--- src/rtl/cpu_mem_loader_if.sv ---
// Bus bundle between the host-side loader and the rest of the top level:
// input command stream, readback stream, cpu enable and both ext memory ports.
interface cpu_mem_loader_if;
    logic        s_valid;
    logic [31:0] s_data;
    logic        s_ready;
    logic        m_valid;
    logic [31:0] m_data;
    logic        m_ready;
    logic        cpu_enable;
    logic [63:0] addr_ext;
    logic        wen_ext;
    logic        ren_ext;
    logic [31:0] wdata_ext;
    logic [63:0] addr_ext_2;
    logic        wen_ext_2;
    logic        ren_ext_2;
    logic [63:0] wdata_ext_2;
    logic [63:0] rdata_ext_2;
    logic        busy;
    logic        run_done;

    // Loader side: drives the memory ports, enable and both stream handshakes it owns.
    modport master (
        input  s_valid, s_data, m_ready, rdata_ext_2,
        output s_ready, m_valid, m_data, cpu_enable,
               addr_ext, wen_ext, ren_ext, wdata_ext,
               addr_ext_2, wen_ext_2, ren_ext_2, wdata_ext_2,
               busy, run_done
    );

    // Host / memory side.
    modport slave (
        output s_valid, s_data, m_ready, rdata_ext_2,
        input  s_ready, m_valid, m_data, cpu_enable,
               addr_ext, wen_ext, ren_ext, wdata_ext,
               addr_ext_2, wen_ext_2, ren_ext_2, wdata_ext_2,
               busy, run_done
    );
endinterface

--- src/rtl/cpu_mem_loader.sv ---
// Host-side initiator for the cpu ext memory ports. Decodes a header word,
// then streams payload into IMEM/DMEM, reads DMEM back as two 32-bit words per
// 64-bit entry, or enables the cpu for a fixed number of cycles.
// All ext strobes are registered, so each lands the cycle after its stream beat.
module cpu_mem_loader #(
    parameter int IMEM_IDX_W = 7,
    parameter int DMEM_IDX_W = 7,
    parameter int CNT_W      = 14
) (
    input logic               clk,
    input logic               arst_n,
    cpu_mem_loader_if.master  bus
);
    localparam int IDX_W = (IMEM_IDX_W > DMEM_IDX_W) ? IMEM_IDX_W : DMEM_IDX_W;

    typedef enum logic [3:0] {
        S_IDLE, S_WR_I, S_WR_D_LO, S_WR_D_HI, S_RD_REQ, S_RD_WAIT, S_RD_LO, S_RD_HI, S_RUN
    } state_t;

    localparam logic [1:0] CMD_WR_IMEM = 2'b00;
    localparam logic [1:0] CMD_WR_DMEM = 2'b01;
    localparam logic [1:0] CMD_RD_DMEM = 2'b10;
    localparam logic [1:0] CMD_RUN     = 2'b11;

    state_t             state_q, state_d;
    logic               rdy_q;
    logic [IDX_W-1:0]   idx_q, idx_d;
    logic [CNT_W-1:0]   cnt_q, cnt_d;
    logic [31:0]        lo_q, lo_d;
    logic [63:0]        buf_q, buf_d;
    logic               wen_q, wen_d;
    logic [63:0]        addr_q, addr_d;
    logic [31:0]        wdata_q, wdata_d;
    logic               wen2_q, wen2_d;
    logic               ren2_q, ren2_d;
    logic [63:0]        addr2_q, addr2_d;
    logic [63:0]        wdata2_q, wdata2_d;
    logic               run_done_q, run_done_d;

    logic               hs_in, hs_out, last;
    logic [1:0]         hdr_cmd;
    logic [CNT_W-1:0]   hdr_cnt;
    logic [IDX_W-1:0]   hdr_idx, idx_i_nxt, idx_d_nxt;

    function automatic logic [63:0] imem_addr(input logic [IDX_W-1:0] i);
        return {{(62-IMEM_IDX_W){1'b0}}, i[IMEM_IDX_W-1:0], 2'b00};
    endfunction

    function automatic logic [63:0] dmem_addr(input logic [IDX_W-1:0] i);
        return {{(61-DMEM_IDX_W){1'b0}}, i[DMEM_IDX_W-1:0], 3'b000};
    endfunction

    assign hdr_cmd   = bus.s_data[31:30];
    assign hdr_cnt   = bus.s_data[29:16];
    assign hdr_idx   = IDX_W'(bus.s_data[15:0]);
    // Each memory wraps at its own depth.
    assign idx_i_nxt = IDX_W'(IMEM_IDX_W'(idx_q[IMEM_IDX_W-1:0] + 1'b1));
    assign idx_d_nxt = IDX_W'(DMEM_IDX_W'(idx_q[DMEM_IDX_W-1:0] + 1'b1));
    assign hs_in     = bus.s_valid & bus.s_ready;
    assign hs_out    = bus.m_valid & bus.m_ready;
    assign last      = (cnt_q == CNT_W'(1));

    // State and datapath registers; reset abandons any command in flight.
    always_ff @(posedge clk or negedge arst_n) begin
        if (!arst_n) begin
            state_q    <= S_IDLE;
            rdy_q      <= 1'b0;
            idx_q      <= '0;
            cnt_q      <= '0;
            lo_q       <= '0;
            buf_q      <= '0;
            wen_q      <= 1'b0;
            addr_q     <= '0;
            wdata_q    <= '0;
            wen2_q     <= 1'b0;
            ren2_q     <= 1'b0;
            addr2_q    <= '0;
            wdata2_q   <= '0;
            run_done_q <= 1'b0;
        end else begin
            state_q    <= state_d;
            rdy_q      <= 1'b1;
            idx_q      <= idx_d;
            cnt_q      <= cnt_d;
            lo_q       <= lo_d;
            buf_q      <= buf_d;
            wen_q      <= wen_d;
            addr_q     <= addr_d;
            wdata_q    <= wdata_d;
            wen2_q     <= wen2_d;
            ren2_q     <= ren2_d;
            addr2_q    <= addr2_d;
            wdata2_q   <= wdata2_d;
            run_done_q <= run_done_d;
        end
    end

    // Next-state: a zero-count header never leaves IDLE.
    always_comb begin
        state_d = state_q;
        case (state_q)
            S_IDLE: if (hs_in && hdr_cnt != '0) begin
                case (hdr_cmd)
                    CMD_WR_IMEM: state_d = S_WR_I;
                    CMD_WR_DMEM: state_d = S_WR_D_LO;
                    CMD_RD_DMEM: state_d = S_RD_REQ;
                    default:     state_d = S_RUN;
                endcase
            end
            S_WR_I:    if (hs_in && last) state_d = S_IDLE;
            S_WR_D_LO: if (hs_in) state_d = S_WR_D_HI;
            S_WR_D_HI: if (hs_in) state_d = last ? S_IDLE : S_WR_D_LO;
            S_RD_REQ:  state_d = S_RD_WAIT;
            S_RD_WAIT: state_d = S_RD_LO;
            S_RD_LO:   if (hs_out) state_d = S_RD_HI;
            S_RD_HI:   if (hs_out) state_d = last ? S_IDLE : S_RD_REQ;
            S_RUN:     if (last) state_d = S_IDLE;
            default:   state_d = S_IDLE;
        endcase
    end

    // Datapath and strobe updates; strobes default low so each is a single-cycle pulse.
    always_comb begin
        idx_d      = idx_q;
        cnt_d      = cnt_q;
        lo_d       = lo_q;
        buf_d      = buf_q;
        wen_d      = 1'b0;
        addr_d     = addr_q;
        wdata_d    = wdata_q;
        wen2_d     = 1'b0;
        ren2_d     = 1'b0;
        addr2_d    = addr2_q;
        wdata2_d   = wdata2_q;
        run_done_d = 1'b0;
        case (state_q)
            S_IDLE: if (hs_in) begin
                cnt_d = hdr_cnt;
                idx_d = hdr_idx;
                if (hdr_cmd == CMD_RD_DMEM && hdr_cnt != '0) begin
                    ren2_d  = 1'b1;
                    addr2_d = dmem_addr(hdr_idx);
                end
                if (hdr_cmd == CMD_RUN && hdr_cnt == '0) run_done_d = 1'b1;
            end
            S_WR_I: if (hs_in) begin
                wen_d   = 1'b1;
                addr_d  = imem_addr(idx_q);
                wdata_d = bus.s_data;
                idx_d   = idx_i_nxt;
                cnt_d   = cnt_q - 1'b1;
            end
            S_WR_D_LO: if (hs_in) lo_d = bus.s_data;
            S_WR_D_HI: if (hs_in) begin
                wen2_d   = 1'b1;
                addr2_d  = dmem_addr(idx_q);
                wdata2_d = {bus.s_data, lo_q};
                idx_d    = idx_d_nxt;
                cnt_d    = cnt_q - 1'b1;
            end
            S_RD_WAIT: buf_d = bus.rdata_ext_2;
            S_RD_HI: if (hs_out) begin
                cnt_d = cnt_q - 1'b1;
                if (!last) begin
                    idx_d   = idx_d_nxt;
                    ren2_d  = 1'b1;
                    addr2_d = dmem_addr(idx_d_nxt);
                end
            end
            S_RUN: begin
                cnt_d = cnt_q - 1'b1;
                if (last) run_done_d = 1'b1;
            end
            default: ;
        endcase
    end

    // Output decode; s_ready is held low until the first clock after reset.
    always_comb begin
        bus.s_ready     = rdy_q && (state_q == S_IDLE || state_q == S_WR_I ||
                                    state_q == S_WR_D_LO || state_q == S_WR_D_HI);
        bus.m_valid     = (state_q == S_RD_LO) || (state_q == S_RD_HI);
        bus.m_data      = (state_q == S_RD_HI) ? buf_q[63:32] : buf_q[31:0];
        bus.cpu_enable  = (state_q == S_RUN);
        bus.addr_ext    = addr_q;
        bus.wen_ext     = wen_q;
        bus.ren_ext     = 1'b0;
        bus.wdata_ext   = wdata_q;
        bus.addr_ext_2  = addr2_q;
        bus.wen_ext_2   = wen2_q;
        bus.ren_ext_2   = ren2_q;
        bus.wdata_ext_2 = wdata2_q;
        bus.busy        = (state_q != S_IDLE);
        bus.run_done    = run_done_q;
    end
endmodule
--- src/flat_wrapper.sv ---
// flat-port wrapper written by rule: the top's interface ports become plain ports
module cpu_mem_loader_flat 
#(
    parameter int IMEM_IDX_W = 7,
    parameter int DMEM_IDX_W = 7,
    parameter int CNT_W      = 14
)
  (clk, arst_n, bus_s_valid, bus_s_data, bus_m_ready, bus_rdata_ext_2, bus_s_ready, bus_m_valid, bus_m_data, bus_cpu_enable, bus_addr_ext, bus_wen_ext, bus_ren_ext, bus_wdata_ext, bus_addr_ext_2, bus_wen_ext_2, bus_ren_ext_2, bus_wdata_ext_2, bus_busy, bus_run_done);
  cpu_mem_loader_if bus_i ();
  input logic clk;
  input logic arst_n;
  input wire logic [$bits(bus_i.s_valid)-1:0] bus_s_valid;
  input wire logic [$bits(bus_i.s_data)-1:0] bus_s_data;
  input wire logic [$bits(bus_i.m_ready)-1:0] bus_m_ready;
  input wire logic [$bits(bus_i.rdata_ext_2)-1:0] bus_rdata_ext_2;
  output wire logic [$bits(bus_i.s_ready)-1:0] bus_s_ready;
  output wire logic [$bits(bus_i.m_valid)-1:0] bus_m_valid;
  output wire logic [$bits(bus_i.m_data)-1:0] bus_m_data;
  output wire logic [$bits(bus_i.cpu_enable)-1:0] bus_cpu_enable;
  output wire logic [$bits(bus_i.addr_ext)-1:0] bus_addr_ext;
  output wire logic [$bits(bus_i.wen_ext)-1:0] bus_wen_ext;
  output wire logic [$bits(bus_i.ren_ext)-1:0] bus_ren_ext;
  output wire logic [$bits(bus_i.wdata_ext)-1:0] bus_wdata_ext;
  output wire logic [$bits(bus_i.addr_ext_2)-1:0] bus_addr_ext_2;
  output wire logic [$bits(bus_i.wen_ext_2)-1:0] bus_wen_ext_2;
  output wire logic [$bits(bus_i.ren_ext_2)-1:0] bus_ren_ext_2;
  output wire logic [$bits(bus_i.wdata_ext_2)-1:0] bus_wdata_ext_2;
  output wire logic [$bits(bus_i.busy)-1:0] bus_busy;
  output wire logic [$bits(bus_i.run_done)-1:0] bus_run_done;
  assign bus_i.s_valid = bus_s_valid;
  assign bus_i.s_data = bus_s_data;
  assign bus_i.m_ready = bus_m_ready;
  assign bus_i.rdata_ext_2 = bus_rdata_ext_2;
  assign bus_s_ready = bus_i.s_ready;
  assign bus_m_valid = bus_i.m_valid;
  assign bus_m_data = bus_i.m_data;
  assign bus_cpu_enable = bus_i.cpu_enable;
  assign bus_addr_ext = bus_i.addr_ext;
  assign bus_wen_ext = bus_i.wen_ext;
  assign bus_ren_ext = bus_i.ren_ext;
  assign bus_wdata_ext = bus_i.wdata_ext;
  assign bus_addr_ext_2 = bus_i.addr_ext_2;
  assign bus_wen_ext_2 = bus_i.wen_ext_2;
  assign bus_ren_ext_2 = bus_i.ren_ext_2;
  assign bus_wdata_ext_2 = bus_i.wdata_ext_2;
  assign bus_busy = bus_i.busy;
  assign bus_run_done = bus_i.run_done;
  cpu_mem_loader #(.IMEM_IDX_W(IMEM_IDX_W), .DMEM_IDX_W(DMEM_IDX_W), .CNT_W(CNT_W)) u_core (.clk(clk), .arst_n(arst_n), .bus(bus_i));
endmodule
--- config.mk ---
export PLATFORM = sky130hd
export DESIGN_NAME = cpu_mem_loader_flat
export DESIGN_NICKNAME = d
export VERILOG_FILES = /design/src/rtl/cpu_mem_loader_if.sv /design/src/rtl/cpu_mem_loader.sv /design/src/flat_wrapper.sv
export SDC_FILE = /design/constraint.sdc
export NUM_CORES = 1
export LEC_CHECK = 0
export ABC_AREA = 1
export CORE_MARGIN = 2
export CORE_UTILIZATION = 47
export DETAILED_ROUTE_END_ITERATION = 6
export GPL_ROUTABILITY_DRIVEN = 1
export GPL_TIMING_DRIVEN = 0
export PLACE_DENSITY = 0.81
export SETUP_SLACK_MARGIN = 0.2
export SKIP_LAST_GASP = 1
export SLEW_MARGIN = 20
export SYNTH_ARGS = -nofsm -noshare
export SYNTH_HDL_FRONTEND = slang
export SYNTH_SLANG_ARGS = --single-unit
--- constraint.sdc ---
create_clock -name clk -period 2.1 [get_ports clk]
set_input_delay 0.42 -clock clk [delete_from_list [all_inputs] [get_ports clk]]
set_output_delay 0.42 -clock clk [all_outputs]
set_load 0.01 [all_outputs]
; ---- After elaboration in Yosys (flattened, before gate mapping)
; Cells that the tools add are included.
[op_classes]
n_reduce_logical = 25
mux = 39
eq_ne = 23
n_addsub = 2
n_bitwise = 2
[ops]
columns = cell, count
row1 = $mux W64, 5
row2 = $pmux W64 S3, 1
row3 = $pmux W14 S4, 1
row4 = $mux W14, 3
row5 = $pmux W4 S9, 1
row6 = $mux W32, 1
row7 = $mux W4, 7
row8 = $mux W7, 4
row9 = $pmux W7 S3, 1
row10 = $ne A2 B1 Y1 const B, 10
row11 = $eq A4 B3 Y1 const B, 4
row12 = $eq A14 B1 Y1 const B, 1
row13 = $logic_not A14 Y1, 1
row14 = $reduce_bool A14 Y1, 1
row15 = $sub A14 B1 Y14 const B, 1
row16 = $pmux W4 S3, 1
row17 = $mux W1, 10
row18 = $eq A4 B2 Y1 const B, 2
row19 = $reduce_bool A4 Y1, 2
row20 = $add A7 B1 Y7 const B, 1
row21 = $reduce_and A7 Y1, 1
row22 = $reduce_and A2 Y1, 3
row23 = $reduce_and A6 Y1, 1
row24 = $reduce_bool A3 Y1, 2
row25 = 16 further kinds, 26
[word_totals]
register_bits = 293
output_inout_bits = 265

; ---- Logic depth before layout (Yosys ltp)
[depth]
word_depth = 9
mapped_depth = 12
depth_no_buf = 11

; ---- Worst setup path after synthesis
; OpenSTA, ideal clock, no wires.
[synth_path]
path_type = reg2out
from = register u_core.state_q[3]
to = output port bus_m_data[10]
path_stages_with_launch = 8
path_buffers = 2
t_arrival_ns = 1.344
slack_ns = 0.336
t_required_ns = 1.680
path_cell_list = dfrtp_1 -> inv_2 -> nand2_2 -> nor2_2 -> buf_2 -> buf_2 -> nand2_1 -> nand2_1
[synth_via]
elab_chain_len = 2
[synth_lines]
columns = item, line
row1 = "start, declared", cpu_mem_loader.sv:25  ; state_t state_q, state_d;
row2 = "start signal, assigned", cpu_mem_loader.sv:81  ; state_q <= state_d;
row3 = $eq A4 B3 Y1, cpu_mem_loader.sv:183  ; bus.m_data = (state_q == S_RD_HI) ? buf_q[63:32] : buf_q[31:0];
row4 = $mux W32, cpu_mem_loader.sv:183
row5 = "end, declared", flat_wrapper.sv:18  ; output wire logic [$bits(bus_i.m_data)-1:0] bus_m_data;
; Every way passes these cells.

; ---- Worst setup path in the final report
[layout_path]
from = register u_core.state_q[3]
to = output port bus_m_data[25]
; The elaborated chain is that of the path after synthesis.

==> results by group <==
Outcome
  • Status: finished, violations left
  • Failing checks: negative setup slack

Clock tree
  • CTS root buf: clkbuf_16
  • Bufs on Longest Clock Path: 3
  • CTS tree: yes
  • Htree depth: 1
  • Worst skew pair latency: 0.54 ns
  • CTS Buf Count: 25
  • Clock Sinks: 236
  • Worst-path clk slew: 0.06 ns

Min path
  • Min-Delay Path Class: input port to flop
  • HP Start: bus_rdata_ext_2[2]

Placed design
  • Worst Setup Slack post-DPL: -0.659 ns
  • Port Buffers: 249
  • Final GP Congestion: 0.861
  • Placed Area: 14600 µm²
  • Hpwl dp: 23000 µm

Logic synthesis
  • Most common cell in the netlist: nand2_1
  • Synth unique cells: 32
  • Commonest cells in the netlist: 486 x nand2_1, 236 x dfrtp_1, 123 x buf_4
  • Sequential area share after synthesis: 52.5%
  • #FFs+latches synth: 236
  • EDFF count, synth: 0
  • Synth top area share: 52.5%
  • Top cells by area, synth: dfrtp_1 52%, nand2_1 16%, buf_4 8.2%
  • Syn Std Cell Area: 11300 µm²
  • Synth warn: 0
  • Mapped Cells: 1331
  • Mean Syn Cell Area: 8.46 µm²
  • Top_reg_cell synth: dfrtp_1
  • Area leader, netlist: dfrtp_1
  • Asr flop ratio synth: 100%

Route
  • Detail Route Antenna Nets: 0
  • Detailed-route via count: 10496
  • 1st-iter DRT viols: 831
  • Drt total wl: 35000 µm
  • DR WL/cell: 16.5 µm
  • Avg Vias per Cell: 4.96
  • DRC violation count after routing: 0
  • Drt first pass iters: 5

Global route
  • GRT overflow: 0
  • Vias in the first global route: 9650
  • Most Crowded Layer GR: met2
  • M3 GR Usage: 6.22%
  • Largest net degree at the start of global routing: 99
  • Routing usage on met2: 44.6%
  • Initial antenna violation count: 0
  • Overall Global Routing Usage: 25.0%
  • First-pass GRT wire length: 51300 µm
  • Global-route track usage on met1: 30.5%

Layout
  • Ant diodes: 0
  • Register area: 5910 µm²
  • Fin nets: 1881
  • Footprint of the multi-input gates: 4830 µm²
  • Final Cell Area: 16900 µm²
  • Fillers: 1612
  • Layout cell share with drive strength beyond 1: 25.6%
  • Layout area overhead: 49.9%

Floorplanning
  • Core area: 23500 µm²
  • Initial Utilization: 48.0%
  • DIE AREA: 25200 µm²
  • I/O pin count: 365
  • Die W: 159 µm
  • Die H: 159 µm
  • # rows: 56

STA
  • Slew headroom: 62.7%
  • Max Freq: 431 MHz
  • Hold slack: 0.432 ns
  • Layout Skew: 0.0194 ns
  • Final Hold Viols: 0
  • Count of pins over their slew limit: 0
  • Final WS setup: -0.218 ns
  • Final setup fails: 49
  • Tightest Pin Transition: 0.559 ns
  • Fin crit share: 110%
  • RSZ-0062 raised after global routing: yes
  • Min Tclk post-route: 2.32 ns

Critical path
  • Crit end category: primary output
  • Critical Path RT: 1.68 ns
  • Critical Path Source: u_core.state_q[3]
  • Crit path max fanout: 5
  • Setup CP Type: flop to primary output
  • Data arrival time of the critical path: 1.90 ns
  • R2r startpoint: u_core.state_q[3]
  • CP startpoint kind: flop

Power
  • Leak: 8.79 nW
  • Switching power: 9.09 mW
  • Flop pwr share: 33.9%
  • Internal Pwr Total: 14.6 mW
  • Clock Power Share: 19.4%
  • Pwr Total: 23.7 mW
  • Peak supply drop: 0.000765 V
  • Power Density: 1400 nW/µm²
  • Gate power share: 46.7%
  • Net Sw Frac: 38.4%

Job
  • Max-Cap Viols: 0
[layout make-up]
class	count	area share, %
flip-flops and latches	236	35.0
multi-input cells	959	28.6
repair buffers	304	19.1
plain buffers	165	7.82
clock buffers	30	3.88
well taps	319	2.37
inverters	87	2.01
clock inverters	15	1.13
[state kept, by name, indices dropped and copies added, names as in the netlist, 4 cells and up]
| signal | count |
|---|---|
| u_core.idx_q | 7 |
| u_core.state_q | 4 |
| u_core.buf_q | 64 |
| u_core.bus.addr_ext_2 | 7 |
| u_core.cnt_q | 14 |
| u_core.bus.wdata_ext | 32 |
| u_core.lo_q | 32 |
| u_core.bus.addr_ext | 7 |
| u_core.bus.wdata_ext_2 | 64 |
[placed cells by master, fill, tap and decap left out, drive strengths merged, types with 4 or more instances in the layout]
| cell | synthesis | routed |
|---|---|---|
| mux2 | 44 | 44 |
| dfrtp | 236 | 236 |
| nand3 | 53 | 53 |
| conb | 2 | 116 |
| xor2 | 6 | 6 |
| dlygate4sd2 | 0 | 13 |
| bufinv | 0 | 4 |
| buf | 151 | 234 |
| a21oi | 60 | 60 |
| o21ai | 51 | 51 |
| clkdlybuf4s50 | 0 | 174 |
| inv | 87 | 89 |
| clkinv | 0 | 8 |
| clkbuf | 14 | 50 |
| nand4 | 11 | 11 |
| nand2 | 494 | 495 |
| nor2 | 110 | 111 |
| dlymetal6s2s | 0 | 26 |
[final timing paths]
path,end,slack [ns],depth (start not counted)
worst min register to register,u_core.buf_q[60],0.47,2
worst min-delay path,u_core.buf_q[2],0.43,3
worst max-delay path,bus_m_data[25],-0.22,9
worst max register to register,u_core.cnt_q[10],-0.03,14
max in group asynchronous,u_core.state_q[3],0.70,3
min in group asynchronous,u_core.buf_q[61],0.44,2
[power by group through the flow]
stage	clock network (mW)	logic, mW	registers [mW]
4_1_cts	4.65	9.58	7.92
3_3_place_gp	0	9.24	7.85
3_5_place_dp	0	9.50	7.92
2_1_floorplan	0	4.69	8.19
5_1_grt	4.84	12.0	8.25
6_report	4.60	11.1	8.04
[cell families after synthesis]
logic type                 Yosys count  synth area share [%]
and+or+nand+nor                    671                  24.1
xor gates and xnor gates             7                 0.545
buffers and inverters              252                  12.9
adders and majority gates            3                 0.334
DFF                                236                  52.5
muxes                               44                  4.40
AOI/OAI and AO/OA                  116                  5.24
other                                2                0.0667
[critical path: stages, from the launching register on]
cell	delay [ns]
dfrtp_2	0.43
inv_4	0.07
nand2_4	0.06
nor2_4	0.16
buf_8	0.15
buf_12	0.12
clkbuf_16	0.15
nand2_2	0.06
nand2_2	0.07
buf_6	0.10
[per-layer routing]
metal	routed length, µm	vias up
met1	13200	5012
li1	-	4825
met2	17600	565
met4	1030	0
met5	0	-
met3	3090	94
[what timing repair did]
action | 4_1_cts | 5_1_grt
gates cloned | 4 | 8
hold endpoints to repair | 69 | 0
pin swaps | 25 | 39
setup buffers | 18 | 24
setup endpoints to repair | 172 | 240
gates resized for setup | 252 | 194
hold buffers | 1 | 0
[stage by stage]
step	util, %	TNS [ns]	cells
after floorplan	-	0	1445
after global placement	62.1	-2183.67	2013
after detailed placement	62.4	-28.17	2015
after CTS	67.6	-5.48	2083
after global routing	71.9	-9.80	2115
final	71.9	-5.87	2115
(Power assumes the default switching activity.)
